===== src/rtl/systolic_ctrl_2x2.sv =====
// Controller for a 2x2 output-stationary systolic array: loads A/B operands,
// drives the skewed feeds, waits for the array to drain, then streams C out.
module systolic_ctrl_2x2 #(
   parameter int WIDTH = 8,
   parameter int DRAIN = 2
) (
   input  logic             clk,
   input  logic             rst,
   input  logic             in_valid,
   input  logic [WIDTH-1:0] in_data,
   output logic             in_ready,
   input  logic             cfg_relu,
   output logic             arr_clear,
   output logic             arr_activation,
   output logic [WIDTH-1:0] arr_a0,
   output logic [WIDTH-1:0] arr_a1,
   output logic [WIDTH-1:0] arr_b0,
   output logic [WIDTH-1:0] arr_b1,
   input  logic [WIDTH-1:0] c00,
   input  logic [WIDTH-1:0] c01,
   input  logic [WIDTH-1:0] c10,
   input  logic [WIDTH-1:0] c11,
   output logic             out_valid,
   input  logic             out_ready,
   output logic [WIDTH-1:0] out_data,
   output logic             out_last,
   output logic             busy
);

   localparam int DCW = 16;

   typedef enum logic [2:0] {
      S_LOAD    = 3'd0,
      S_CLEAR   = 3'd1,
      S_FEED    = 3'd2,
      S_DRAIN   = 3'd3,
      S_CAPTURE = 3'd4,
      S_OUT     = 3'd5
   } state_t;

   state_t           r_state;
   state_t           w_next;
   logic [2:0]       r_lidx;
   logic [1:0]       r_fcnt;
   logic [DCW-1:0]   r_dcnt;
   logic [1:0]       r_oidx;
   // Load order: A00,A01,A10,A11,B00,B01,B10,B11
   logic [WIDTH-1:0] r_mat [8];
   logic [WIDTH-1:0] r_res [4];

   logic w_load_acc;
   logic w_out_acc;
   logic w_feed_last;
   logic w_drain_last;

   assign w_load_acc   = (r_state == S_LOAD) && in_valid;
   assign w_out_acc    = (r_state == S_OUT) && out_ready;
   assign w_feed_last  = (r_fcnt == 2'd2);
   assign w_drain_last = (r_dcnt == DCW'(DRAIN - 1));

   always_comb begin
      w_next = r_state;
      case (r_state)
         S_LOAD:    if (w_load_acc && (r_lidx == 3'd7)) w_next = S_CLEAR;
         S_CLEAR:   w_next = S_FEED;
         S_FEED:    if (w_feed_last) w_next = (DRAIN == 0) ? S_CAPTURE : S_DRAIN;
         S_DRAIN:   if (w_drain_last) w_next = S_CAPTURE;
         S_CAPTURE: w_next = S_OUT;
         S_OUT:     if (w_out_acc && (r_oidx == 2'd3)) w_next = S_LOAD;
         default:   w_next = S_LOAD;
      endcase
   end

   // Outputs decode straight from state so an async reset takes effect at once
   always_comb begin
      in_ready  = 1'b0;
      busy      = 1'b1;
      arr_clear = 1'b0;
      arr_a0    = '0;
      arr_a1    = '0;
      arr_b0    = '0;
      arr_b1    = '0;
      out_valid = 1'b0;
      out_data  = '0;
      out_last  = 1'b0;
      case (r_state)
         S_LOAD: begin
            in_ready = 1'b1;
            busy     = 1'b0;
         end
         S_CLEAR: arr_clear = 1'b1;
         S_FEED: begin
            case (r_fcnt)
               2'd0: begin
                  arr_a0 = r_mat[0];
                  arr_b0 = r_mat[4];
               end
               2'd1: begin
                  arr_a0 = r_mat[1];
                  arr_a1 = r_mat[2];
                  arr_b0 = r_mat[6];
                  arr_b1 = r_mat[5];
               end
               2'd2: begin
                  arr_a1 = r_mat[3];
                  arr_b1 = r_mat[7];
               end
               default: ;
            endcase
         end
         S_OUT: begin
            out_valid = 1'b1;
            out_data  = r_res[r_oidx];
            out_last  = (r_oidx == 2'd3);
         end
         default: ;
      endcase
   end

   always_ff @(posedge clk or posedge rst) begin
      if (rst) begin
         r_state        <= S_LOAD;
         r_lidx         <= '0;
         r_fcnt         <= '0;
         r_dcnt         <= '0;
         r_oidx         <= '0;
         arr_activation <= 1'b0;
         for (int i = 0; i < 4; i++) r_res[i] <= '0;
      end else begin
         r_state <= w_next;
         // 3-bit index wraps back to 0 after the eighth word
         if (w_load_acc) r_lidx <= r_lidx + 3'd1;
         if (w_load_acc && (r_lidx == 3'd7)) arr_activation <= cfg_relu;
         if (r_state == S_FEED) r_fcnt <= w_feed_last ? 2'd0 : r_fcnt + 2'd1;
         if (r_state == S_DRAIN) r_dcnt <= w_drain_last ? '0 : r_dcnt + DCW'(1);
         if (r_state == S_CAPTURE) begin
            r_res[0] <= c00;
            r_res[1] <= c01;
            r_res[2] <= c10;
            r_res[3] <= c11;
         end
         if (w_out_acc) r_oidx <= r_oidx + 2'd1;
      end
   end

   // Operand storage carries no reset; it persists until the next job overwrites it
   always_ff @(posedge clk) begin
      if (w_load_acc) r_mat[r_lidx] <= in_data;
   end

endmodule


===== config.mk =====
export PLATFORM = sky130hd
export DESIGN_NAME = systolic_ctrl_2x2
export DESIGN_NICKNAME = d
export VERILOG_FILES = /design/src/rtl/systolic_ctrl_2x2.sv
export SDC_FILE = /design/constraint.sdc
export NUM_CORES = 1
export LEC_CHECK = 0
export BUFFER_PORTS_ARGS = -buffer_cell sky130_fd_sc_hd__buf_2
export CAP_MARGIN = 20
export CORE_MARGIN = 3
export CORE_UTILIZATION = 50
export DETAILED_ROUTE_END_ITERATION = 16
export HOLD_SLACK_MARGIN = 0.15
export PLACE_DENSITY = 0.8
export SETUP_SLACK_MARGIN = 0.2
export SYNTH_ARGS = -nofsm -noshare
export SYNTH_HDL_FRONTEND = slang
export SYNTH_SLANG_ARGS = --single-unit

===== constraint.sdc =====
create_clock -name clk -period 4.72 [get_ports clk]
set_clock_uncertainty 0.15 [all_clocks]
set_input_delay 0.472 -clock clk [delete_from_list [all_inputs] [get_ports clk]]
set_output_delay 0.472 -clock clk [all_outputs]
set_load 0.1 [all_outputs]

==> results of run 1 <==
[worst max-delay path: cells and delay by family, from the launching register on]
family / cells / cell delay (ns)
flops: 1 / 0.56
simple gates: 3 / 1.17
buf+inv: 1 / 0.44
[layer usage]
| layer | up-vias | GRT usage | routed length, um |
|---|---|---|---|
| met4 | 0 | 0.0839 | 212 |
| met2 | 121 | 0.348 | 5870 |
| met1 | 1734 | 0.243 | 4470 |
| li1 | 1628 | - | - |
| met3 | 19 | 0.0543 | 655 |
| met5 | - | 0 | 0 |
[sequential cells by signal (all words and copies together) (netlist names)]
register	count
r_dcnt	16
r_fcnt	2
r_mat	64
arr_activation	1
r_state	3
r_res	32
r_oidx	2
r_lidx	3
[kinds of logic after synthesis]
logic type	Yosys count	synth area share
DFF	123	0.651
and+or+nand+nor	112	0.107
muxes	44	0.112
AOI/OAI and AO/OA	41	0.0554
buffers and inverters	27	0.0252
xor gates and xnor gates	15	0.0252
adders and majority gates	10	0.0240
[area by class of cell]
type                    count  area, um^2  area share
multi-input cells         222        1690       0.247
well taps                 133         166      0.0244
repair buffers            138         936       0.137
flip-flops and latches    123        3400       0.498
inverters                   6        22.5     0.00330
clock buffers              23         522      0.0764
clock inverters             9        95.1      0.0139
[synthesized netlist by cell type (all sizes together) (3+ instances only)]
library cell,count,area [um^2]
edfxtp,64,1920
clkbuf,10,37.5
inv,6,22.5
mux2,36,405
ha,10,125
mux4,8,180
nand2,21,81.3
nor4,3,18.8
xnor2,8,70.1
nand2b,3,18.8
nor3,7,40.0
a22oi,32,240
and2,11,68.8
xor2,7,61.3
buf,11,71.3
o21ai,5,25.0
nand3,5,25.0
dfrtp,59,1480
nor2,47,179
nand4,5,31.3
[placed cells by master, fill, tap and decap left out, types with 3 or more instances in the layout]
cell type      instances
nand3_1                5
ha_1                  10
nor4_1                 3
mux4_2                 8
nor3_1                 6
clkinv_4               3
nor2_1                46
edfxtp_1              64
a22oi_1               32
nand4_1                5
and2_1                11
nand2b_1               3
xor2_1                 7
o21ai_0                5
inv_1                  5
dlygate4sd3_1         43
xnor2_1                8
nand2_1               20
clkbuf_16             20
mux2_2                34
buf_2                 91
dfrtp_1               59
[repair_timing]
action	4_1_cts	5_1_grt
setup endpoints to repair	0	0
hold buffers	43	0
endpoints found under the hold margin	157	0
[per-stage QoR]
stage | hold slack, ns | setup WS [ns] | instance area [um^2] | utilization
4_1_cts | 0.312 | 1.17 | 6790 | 0.683
5_1_grt | 0.350 | 1.25 | 6830 | 0.686
2_1_floorplan | 0.296 | 1.28 | 5220 | -
6_report | 0.323 | 1.42 | 6830 | 0.686
3_5_place_dp | 0.331 | 1.74 | 5750 | 0.577
3_3_place_gp | 0.313 | 1.91 | 5740 | 0.577
[power by group through the flow]
stage / Clock (mW) / Sequential, mW / Combinational (mW)
2_1_floorplan: 0 / 1.49 / 1.59
3_5_place_dp: 0 / 1.57 / 1.80
5_1_grt: 1.36 / 1.59 / 1.98
3_3_place_gp: 0 / 1.55 / 1.76
6_report: 1.30 / 1.56 / 1.87
4_1_cts: 1.32 / 1.55 / 1.84
[worst max path at each step]
| stage | from | to | depth (start not counted) |
|---|---|---|---|
| after floorplan | r_state[0] | r_mat[0][0] | 6 |
| after global placement | r_fcnt[1] | arr_a0[0] | 5 |
| after detailed placement | r_fcnt[1] | arr_a0[0] | 5 |
| after CTS | r_fcnt[1] | arr_a0[0] | 5 |
| after global routing | r_state[1] | arr_a1[0] | 4 |
| final | r_state[1] | arr_a1[6] | 4 |
==> metrics.yaml, run 1 <==
status:
  status: "finished, final reports clean"
global_route:
  grt_usage: 0.203
  gr-total-overflow: 0
  grt_pass1_wl_um: 18000
  grt_pass1_vias: 3634
  grt_start_max_net_pins: 60
  antenna_found_initial: 0
clocking:
  tritoncts: "done"
  root_buffer: "clkbuf_8"
  cts_setup_buffers: 0
  worstSkewPairLatency_ns: 0.51
  cts.repair.resized: 0
  cts_buffers: 17
  clkSlewWorstSetupHoldPaths_ns: 0.06
  clkSinkCount: 123
  ctsHtreeMaxLevel: 4
  clockBufferDepth: 2
hold_path:
  hold_class: "primary input to flip-flop"
  holdPathStages: 3
  hold_start: "in_valid"
  worstHoldEndpoint: "r_lidx[0]"
yosys:
  synthFlopType: "edfxtp_1"
  ys_seq_area_frac: 0.651
  ys_warn_count: 0
  synth_cells: 372
  yosys.cell_types.count: 38
  synth.net_count: 427
  syn_avg_cell_area_um2: 14.0
  ys_ff_latch: 123
  syn_area_um2: 5220
  synth_edf_count: 64
  async_flop_share: 0.480
floorplanning:
  floorplan.die.height_um: 108
  dieArea_um2: 11700
  pin_count: 91
  core_area_um2: 9950
  rows: 36
  start_util: 0.524
  die_w_um: 108
power_and_ir_drop:
  peakVddDrop_mv: 0.629
  p_comb_frac: 0.395
  powerDensity_nw_per_um2: 692
  switching_share: 0.422
  power_mw: 4.72
  p_int_mw: 2.73
  leakage_nw: 2.88
  seq_power_share: 0.330
  switchingPower_mw: 2.00
  clkPwrFrac: 0.275
critical_path:
  max_stage_delay_ns: 0.62
  critPathArrivalTime_ns: 2.68
  regToRegSetupSlack_ns: 2.15
  critPathRequiredTime_ns: 4.10
  critPathKind: "flip-flop to output pin"
  reg2reg_to: "r_mat[0][5]"
  crit_chain: "nor3b_1 -> nand2_2 -> nor2_1 -> buf_2"
  start_kind: "flip-flop"
  worst_setup_path_end_kind: "output pin"
  worstRegToRegCells: 5
  crit_fanout: 16
  slowest_stage: "nor3b_1"
  rr_startpoint: "r_state[0]"
timing:
  slew_violations: 0
  hold_viol: 0
  setup_viol: 0
  tns_ns: 0
  fin_crit_ns: 3.30
  fmax_mhz: 303
  rsz0062_at_grt: "false"
  tightestPinTransition_ns: 0.809
  fin_crit_sh: 0.699
  relSlewSlack: 0.459
drt:
  viasPerCell: 5.35
  drt_iter0_drc: 242
  wl_per_cell_um: 17.1
  ant_nets: 0
  drcViolationCount: 0
  vias: 3502
  drt_pass1_iterations: 4
  wl_um: 11200
layout:
  layoutNonFillerInstCount: 654
  area_delta_synth_final_pct: 30.9
  num-fill-cells: 676
  antenna_cells: 0
  final_nets: 563
  drive_above_1_share: 0.336
job:
  maxCapViolations: 0
placement:
  dpl.cell_count: 577
  globalplace.congestion: 0.785
  portBuffers: 90
  dp_hpwl_um: 6850
Note: power is estimated with default switching activity, not from simulation.
==> run 2: changes to the inputs <==
- clock period: 4.72 -> 3.2 ns (I/O delays scaled with it)
==> run 2 against run 1 <==
- combinational power is 48% higher
- worst setup slack got worse by 1.1 ns
- count of clock-buffer cells in the layout shrank 6
- non-clock buffer count up 2
- die area is the same
- global-route usage down 0.63 points
- critical path depth is 1 lower
- wire length fell by 3.4%
- first-iteration DRC count shrank 8.3%
- register-to-register slack worse by 1.4 ns
- critical endpoint is now arr_b0[2]
- largest cell class unchanged
==> metrics.yaml, run 2 (synthesized netlist as in run 1, its figures left out) <==
critical_path:
  reg2reg_to: "r_mat[3][6]"
  slowest_stage: "or3b_2"
  crit_fanout: 16
  crit_path_end: "arr_b0[2]"
  worstRegToRegCells: 4
  critPathKind: "flip-flop to output pin"
  regToRegSetupSlack_ns: 0.74
  max_stage_delay_ns: 0.68
  worst_setup_path_end_kind: "output pin"
  rr_startpoint: "r_state[0]"
  start_kind: "flip-flop"
  startpoint: "r_state[1]"
  critPathRequiredTime_ns: 2.73
  critPathArrivalTime_ns: 2.43
  crit_chain: "or3b_2 -> nor2_1 -> buf_2"
clocking:
  cts_buffers: 17
  tritoncts: "done"
  clkSinkCount: 123
  root_buffer: "clkbuf_8"
  ctsHtreeMaxLevel: 4
  worstSkewPairLatency_ns: 0.51
  clkSlewWorstSetupHoldPaths_ns: 0.06
  clockBufferDepth: 2
floorplanning:
  die_w_um: 108
  start_util: 0.524
  core_area_um2: 9950
  rows: 36
  dieArea_um2: 11700
  pin_count: 91
  floorplan.die.height_um: 108
timing:
  setup_viol: 0
  fin_crit_ns: 2.90
  relSlewSlack: 0.498
  layout_setup_ws_ns: 0.299
  fin_crit_sh: 0.907
  fmax_mhz: 345
  hold_viol: 0
  rsz0062_at_grt: "true"
  holdWs_ns: 0.313
  slew_violations: 0
  tightestPinTransition_ns: 0.751
  tns_ns: 0
power_and_ir_drop:
  switchingPower_mw: 2.94
  powerDensity_nw_per_um2: 1010
  p_comb_frac: 0.399
  leakage_nw: 2.87
  clkPwrFrac: 0.269
  p_int_mw: 3.98
  seq_power_share: 0.332
  switching_share: 0.425
  peakVddDrop_mv: 0.914
layout:
  largest_reg_flops: 64
  top_register: "r_mat"
  final_cell_mix: "buf_2 (87), edfxtp_1 (64), dfrtp_1 (59)"
  final_nets: 565
  area_delta_synth_final_pct: 31.0
  final_util: 0.687
  drive_above_1_share: 0.346
  reg_top3: "r_mat: 64 flops, r_res: 32 flops, r_dcnt: 16 flops"
  layout.cells.most_common: "buf_2"
global_route:
  grt_pass1_wl_um: 17400
  grt_pass1_vias: 3504
  antenna_found_initial: 0
  grt_start_max_net_pins: 33
  grt_usage: 0.196
  gr-total-overflow: 0
status:
  status: "finished, final reports clean"
drt:
  drcViolationCount: 0
  wl_per_cell_um: 16.5
  vias: 3497
  drt_iter0_drc: 222
  viasPerCell: 5.32
  wl_um: 10800
  ant_nets: 0
  drt_pass1_iterations: 4
placement:
  dp_hpwl_um: 6830
  globalplace.congestion: 0.732
  dp_slack_ns: 0.599
  portBuffers: 90
hold_path:
  hold_class: "primary input to async pin"
job:
  maxCapViolations: 0
==> run 2: cell count changes in the layout (fill, tap and decap cells not counted), sizes merged <==
cell         previous run  this run
clkinv                  3         8
buf                    94        93
clkbuf                 24        20
clkinvlp                2         3
inv                     9         7
dlygate4sd3            43        44
diode                   0         1
bufinv                  1         3
==> run 2: through the flow <==
step / instances / total power, mW / area [um^2]
floorplan: 372 / 4.56 / 5230
global placement: 580 / 4.92 / 5780
detailed placement: 580 / 5.00 / 5780
CTS: 656 / 6.92 / 6820
global route: 656 / 7.25 / 6840
finish: 657 / 6.92 / 6840
==> run 2: worst min-delay path by stage <==
stage                              to  slack, ns  cells past startpoint
after floorplan           r_mat[0][0]       0.27                      0
after CTS                    r_res[4]       0.30                      3
final                        r_res[5]       0.31                      3
after global routing       r_dcnt[15]       0.34                      1
after global placement       r_res[5]       0.29                      2
after detailed placement     r_res[4]       0.31                      2
==> run 2: area by class of cell <==
cell class | count | area (um^2)
Tap cell | 133 | 166
Sequential cell | 123 | 3400
Clock inverter | 15 | 175
Timing Repair Buffer | 140 | 943
Multi-Input combinational cell | 222 | 1720
Clock buffer | 17 | 414
Fill cell | 664 | 3120
Antenna cell | 1 | 2.50
Inverter | 6 | 22.5
==> run 2: repair_timing <==
item | 4_1_cts | 5_1_grt
resized for setup | 1 | 6
hold endpoints to repair | 132 | 0
hold buffers | 44 | 0
buffers inserted | 0 | 0
setup endpoints to repair | 16 | 31
==> run 2: routing by layer <==
metal / track usage / wire length [um] / up-vias
li1: - / - / 1637
met2: 0.332 / 5580 / 117
met1: 0.240 / 4350 / 1721
met3: 0.0513 / 673 / 22
met5: 0 / 0 / -
met4: 0.0812 / 237 / 0
==> run 2: critical path: cells and delay by family (launching register included) <==
kind                   cells  cell delay [ns]
DFF                        1             0.61
and+or+nand+nor            2             0.85
buffers and inverters      1             0.44
==> run 2: power groups by stage <==
stage	clock, mW	combinational, mW	sequential (mW)
floorplan	0	2.36	2.20
global placement	0	2.63	2.29
detailed placement	0	2.69	2.32
CTS	1.89	2.74	2.29
global route	1.97	2.94	2.34
finish	1.86	2.76	2.30
